`src/rtl/ex_mem_hilo.sv`:
```
// ============================================================================
//  Module      : ex_mem_hilo
//  Description : EX->MEM pipeline register that also owns the architectural
//                HI/LO register pair. Captures ALU result, pending HI/LO
//                update and overflow status; turns a divider stall into a
//                MEM-stage bubble; commits HI/LO when the instruction retires
//                from MEM. Build option: define HILO_FWD_EN to forward the
//                pending MEM-stage HI/LO halves onto hilo_in (hilo_busy then
//                reads 0); otherwise hilo_in is architectural only and
//                hilo_busy flags the hazard to decode.
//  Revision    : 1.0 - initial release
// ============================================================================
`default_nettype none

module ex_mem_hilo #(
    parameter logic [63:0] RESET_HILO = 64'h0
) (
    input  logic        clk,
    input  logic        rst,
    input  logic        ex_valid,
    input  logic [31:0] ex_y,
    input  logic [4:0]  ex_rd,
    input  logic        ex_reg_we,
    input  logic [63:0] ex_hilo,
    input  logic [1:0]  ex_hilo_we,
    input  logic        ex_overflow,
    input  logic        ex_stall_div,
    input  logic        mem_stall,
    input  logic        flush,
    output logic        mem_valid,
    output logic [31:0] mem_y,
    output logic [4:0]  mem_rd,
    output logic        mem_reg_we,
    output logic        exc_ov,
    output logic [63:0] hilo_in,
    output logic        hilo_busy,
    output logic        stall_ex
);

    // MEM-stage state
    logic        r_mem_valid;
    logic [31:0] r_mem_y;
    logic [4:0]  r_mem_rd;
    logic        r_mem_reg_we;
    logic [63:0] r_pend_hilo;
    logic [1:0]  r_pend_we;
    logic        r_ov;

    // Architectural HI (63:32) / LO (31:0)
    logic [63:0] r_hilo;

    // Instruction leaves MEM this cycle and is not being killed
    logic        w_commit;

    assign w_commit = r_mem_valid & ~mem_stall & ~flush;

    // Stage register: rst > flush > mem_stall (hold) > div stall (bubble) > capture
    always_ff @(posedge clk) begin
        if (rst) begin
            r_mem_valid  <= 1'b0;
            r_mem_y      <= 32'h0;
            r_mem_rd     <= 5'h0;
            r_mem_reg_we <= 1'b0;
            r_pend_hilo  <= 64'h0;
            r_pend_we    <= 2'b00;
            r_ov         <= 1'b0;
        end else if (flush) begin
            r_mem_valid  <= 1'b0;
            r_mem_reg_we <= 1'b0;
            r_pend_we    <= 2'b00;
            r_ov         <= 1'b0;
        end else if (mem_stall) begin
            // hold every MEM field
        end else if (ex_stall_div) begin
            // Divider not done: send a bubble; data fields are don't-care
            r_mem_valid  <= 1'b0;
            r_mem_reg_we <= 1'b0;
            r_pend_we    <= 2'b00;
            r_ov         <= 1'b0;
        end else begin
            // An overflowing instruction must not write any architectural state
            r_mem_valid  <= ex_valid;
            r_mem_y      <= ex_y;
            r_mem_rd     <= ex_rd;
            r_mem_reg_we <= ex_reg_we & ~ex_overflow;
            r_pend_hilo  <= ex_hilo;
            r_pend_we    <= ex_overflow ? 2'b00 : ex_hilo_we;
            r_ov         <= ex_overflow;
        end
    end

    // HI/LO commit on retirement, per half
    always_ff @(posedge clk) begin
        if (rst) begin
            r_hilo <= RESET_HILO;
        end else if (w_commit) begin
            if (r_pend_we[1]) begin
                r_hilo[63:32] <= r_pend_hilo[63:32];
            end
            if (r_pend_we[0]) begin
                r_hilo[31:0] <= r_pend_hilo[31:0];
            end
        end
    end

    assign mem_valid  = r_mem_valid;
    assign mem_y      = r_mem_y;
    assign mem_rd     = r_mem_rd;
    assign mem_reg_we = r_mem_reg_we;

    // Held low while MEM is stalled so the exception is raised exactly once
    assign exc_ov   = r_mem_valid & r_ov & ~mem_stall;

    assign stall_ex = ex_stall_div | mem_stall;

`ifdef HILO_FWD_EN
    // Merge the in-flight MEM-stage write per half so a reader sees it at once
    assign hilo_in[63:32] = (r_mem_valid & r_pend_we[1]) ? r_pend_hilo[63:32] : r_hilo[63:32];
    assign hilo_in[31:0]  = (r_mem_valid & r_pend_we[0]) ? r_pend_hilo[31:0]  : r_hilo[31:0];
    assign hilo_busy      = 1'b0;
`else
    // No bypass: decode must stall HI/LO readers while a write is in MEM
    assign hilo_in   = r_hilo;
    assign hilo_busy = r_mem_valid & (|r_pend_we);
`endif

endmodule

`default_nettype wire
```
`config.mk`:
```
export PLATFORM = sky130hd
export DESIGN_NAME = ex_mem_hilo
export DESIGN_NICKNAME = d
export VERILOG_FILES = /design/src/rtl/ex_mem_hilo.sv
export SDC_FILE = /design/constraint.sdc
export NUM_CORES = 1
export LEC_CHECK = 0
export CORE_MARGIN = 1.5
export CORE_UTILIZATION = 35
export DETAILED_ROUTE_END_ITERATION = 12
export GPL_TIMING_DRIVEN = 0
export SETUP_SLACK_MARGIN = 0.05
export SYNTH_ARGS = -nofsm -noshare
export SYNTH_HDL_FRONTEND = slang
export SYNTH_SLANG_ARGS = --single-unit
export TNS_END_PERCENT = 20
```
`constraint.sdc`:
```
create_clock -name clk -period 1.9 [get_ports clk]
set_input_delay 0.285 -clock clk [delete_from_list [all_inputs] [get_ports clk]]
set_output_delay 0.285 -clock clk [all_outputs]
set_load 0.02 [all_outputs]
```
; ---- Word-level counts from Yosys, hierarchy flattened
; Index checks and enable logic that the tools add are counted.
[word_totals]
regBits = 170
latch_bits = 0
ram_bits = 0
rom_bits = 0
input_bits = 111
out_inout_bits = 106
word_cells = 30
mem_count = 0
[op_classes]
addsub = 0
multipliers = 0
n_div = 0
n_lt_le_gt_ge = 0
n_eq_ne = 0
n_shift = 0
mux = 5
bitwise_logic = 11
reduce_logical = 5
[ops]
columns = op, n
row1 = $and A1 B1 Y1, 6
row2 = $mux W2, 2
row3 = $not A1 Y1, 4
row4 = $reduce_and A2 Y1, 2
row5 = $reduce_or A2 Y1, 2
row6 = $mux W1, 3
row7 = $reduce_and A3 Y1, 1
row8 = $or A1 B1 Y1, 1

; ---- Logic depth before layout (Yosys ltp)
[depth]
ltp_word = 4
depth_mapped = 5

; ---- Worst setup path after synthesis
; No wires, ideal clock.
[synth_path]
path_type = input port to output port
from = in mem_stall
to = out exc_ov
arrival_time_ns = 1.088
required_time_ns = 1.615
setup_slack_ns = 0.527
stages = 4
path_cell_list = buf_6 > buf_2 > clkbuf_1 > and3b_1
[synth_between]
elab_chain_len = 2
[synth_lines]
columns = item, line_no
row1 = start: declaration, 28  ; input logic mem_stall,
row2 = $not A1 Y1 (no source line), n/a
row3 = $and A1 B1 Y1, 112  ; assign exc_ov = r_mem_valid & r_ov & ~mem_stall;
row4 = end: declaration, 34  ; output logic exc_ov,
; No other way between the ends.

; ---- Worst setup path in the final report
[layout_path]
from = reg r_mem_valid, in the netlist mem_valid
to = out mem_valid
[layout_rtl]
columns = item, line_no
row1 = start: declaration, 41  ; logic r_mem_valid;
row2 = start signal: assignment, 82  ; r_mem_valid <= ex_valid;
row3 = end: declaration, 30  ; output logic mem_valid,
; No word-level cell between the ends.

==> metrics.md <==
| Metric | Value |
|---|---|
| Status | `finished, final reports clean` |
| Die Span Y | `147 um` |
| Syn nets | `approximately 800` |
| Post-synthesis cell area | `7280 um2` |
| TritonRoute pass-1 iters | `4` |
| Hold_buf cts | `0` |
| Worst path max stage delay | `about 670 ps` |
| Routed WL per cell | `15.9 um` |
| Pin count of the biggest net entering global routing | `20` |
| First-pass GRT wire length | `30,000 um` |
| Worst skew pair latency | `430 ps` |
| Tcrit/Tclk final | `about 93%` |
| DRC viols | `0` |
| Avg Inst Size Synth | `10.5 um2` |
| Max_slew headroom | `between 60% and 70%` |
| Crit path time final | `1770 ps` |
| Vias per inst | `4.68` |
| Max-Cap Viols | `0` |
| GR Layer Usage met1 | `23.8%` |
| Core ar. | `20,300 um2` |
| Placed cells | `1,173` |
| Maximum buffer depth of the clock tree | `2` |
| Sw frac | `23.4%` |
| HP Class | `in2reg` |
| Final Setup Violations | `0` |
| Antenna Nets Post-Route | `0` |
| Netlist cell types | `19` |
| Fin util | `50.9%` |
| Initial drt markers | `approximately 120` |
| Int Pwr | `just over 6 mW` |
| WP data arrival | `1480 ps` |
| Most common cell after layout, fill and taps aside | `clkdlybuf4s50_1` |
| WP buf/inv | `1` |
| Top cell type's share of synthesized area | `46.8%` |
| TritonCTS Buffers | `17` |
| Via Count | `5,621` |
| Leak | `3.98 nW` |
| Clk pwr share | `between 40% and 50%` |
| Die width | `147 um` |
| CP required | `1620 ps` |
| Rows | `52` |
| Worst-path clk slew | `60 ps` |
| Overall routing resource usage | `between 15 and 20%` |
| Synth Instances | `approximately 700` |
| FF+latch count, synth | `between 150 and 200` |
| Antenna diode count | `0` |
| Layout cell share with drive strength beyond 1 | `between 6 and 7%` |
| Area Overhead vs Synth | `41.9%` |
| NetSw | `1.85 mW` |
| Final wirelength | `19,200 um` |
| P per Cell Area | `764 nW/um2` |
| Worst path slowest cell | `clkdlybuf4s50_1` |
| CP delay by family, top | `buffers and inverters` |
| Final hold vios | `0` |
| Crit Path Class | `reg2out` |
| Crit-path cells | `clkdlybuf4s50_1` |
| Routing usage on met2 | `27.3%` |
| H-tree Lvls | `4` |
| Top cell type by total area after synthesis | `dfxtp_1` |
| Initial antenna violation count | `0` |
| Clock sink count | `170` |
| Main area contributors after synthesis | `dfxtp_1 47%, mux2i_1 18%, nand2b_1 17%, or4b_1 5.5%, o31ai_1 3.8%` |
| Yosys warning total | `0` |
| Setup crit end kind | `output pin` |
| Fmax | `between 500 and 600 MHz` |
| Post-route cell area | `10,300 um2` |
| Postcts setup bufs | `0` |
| Post-synthesis sequential area ratio | `between 40% and 50%` |
| Placed cell area | `approximately 9700 um2` |
| Crit path launch type | `flip-flop` |
| Most crowded layer after global routing | `met2` |
| Flop pwr share | `46.5%` |
| Most frequent cells in the layout | `211 x clkdlybuf4s50_1, 192 x nand2b_1, 170 x dfxtp_1` |
| CTS tree | `done` |
| Worst Tran Pin Value | `between 500 and 600 ps` |
| RSZ-0062 raised after global routing | `false` |
| CP max FO | `6` |
| Post-route non-filler standard cell count | `1,202` |
| Final TNS setup | `0 ps` |
| Input/output buffers | `213` |
| I/O Pins | `about 220` |
| Detailed Place HPWL | `13,800 um` |
| Final slew viol count | `0` |
| Logic pwr share | `9.8%` |
| Final GP Congestion | `roughly 0.79` |
| Worst Clk Skew | `about 18 ps` |
| Clk root buf | `clkbuf_16` |
| GRT met3 Usage | `4.16%` |
| Initial Util | `35.9%` |
| Overflow after GRT | `0` |
| Die area | `21,700 um2` |
| Worst VDD drop | `0.533 mV` |
| Vias in the first global route | `5,518` |
| Fin nets | `1,031` |
## cell usage after synthesis
master,instances
a21oi_1,42
and3b_1,1
buf_1,3
buf_2,8
buf_4,8
buf_6,16
clkbuf_1,32
dfxtp_1,170
mux2i_1,128
nand2_1,5
nand2b_1,192
nand4bb_1,2
nor3_1,1
o21a_1,1
o31ai_1,37
or2_1,1
or2_2,1
or3b_1,2
or4b_1,40
## routing by layer
metal / part of all wire [%] / wire length (um)
met4: 2.2 / 430
met3: 4.2 / 804
met1: 48 / 9280
met2: 45 / 8640
met5: 0 / 0
## metrics by stage
stage,hold slack (ps),setup WS (ps),power (mW)
after global placement,443,-212,4.52
after floorplan,431,527,4.13
final,206,133,7.89
after CTS,184,92.7,7.99
after global routing,209,79.9,8.18
after detailed placement,448,-212,4.52
## area by class of cell
cell class / instances / area [um2]
plain buffers: 65 / 407
clock buffers: 21 / 480
clock inverters: 10 / 106
fillers: 1934 / 9970
multi-input cells: 453 / 3460
flip-flops and latches: 170 / 3400
well taps: 270 / 338
repair buffers: 213 / 2130
## tightest hold or removal path: cells and delay by family
kind                   cells  cell delay, ps
buffers and inverters      1             120
AOI/OAI and AO/OA          1              50
and+or+nand+nor            1             120
## repair_timing
action,4_1_cts,5_1_grt
gates resized for setup,2,1
pin swaps,0,0
setup endpoints to repair,3,1
## logic make-up (layout without fill, tap and decap cells)
group | count (synthesis) | after routing | share of synthesized area (%)
AO/OA/AOI/OAI | 80 | 80 | 6.81
buffers and inverters | 67 | 309 | 5.66
flip-flops | 170 | 170 | 46.8
multiplexers | 128 | 128 | 17.6
AND/OR/NAND/NOR | 245 | 245 | 23.2
## power by group through the flow
stage                     logic [mW]  clock network, mW  registers, mW
final                          0.770               3.45           3.66
after CTS                      0.780               3.55           3.66
after global routing           0.833               3.68           3.67
after detailed placement       0.778                  0           3.74
after floorplan                0.356                  0           3.77
after global placement         0.778                  0           3.74
## state kept, by name, indices dropped and copies added (netlist names)
signal / flops
hilo_in: 64
mem_rd: 5
mem_reg_we: 1
mem_valid: 1
mem_y: 32
r_ov: 1
r_pend_hilo: 64
r_pend_we: 2
## final timing paths
path                     start     endpoint  slack (ps)  cells after the start
setup / recovery     mem_valid    mem_valid         130                      1
hold / removal    ex_stall_div    mem_y[11]         210                      3
setup reg to reg     mem_valid  hilo_in[17]         720                      4
hold reg to reg           r_ov         r_ov         450                      2
(Power assumes the default switching activity.)
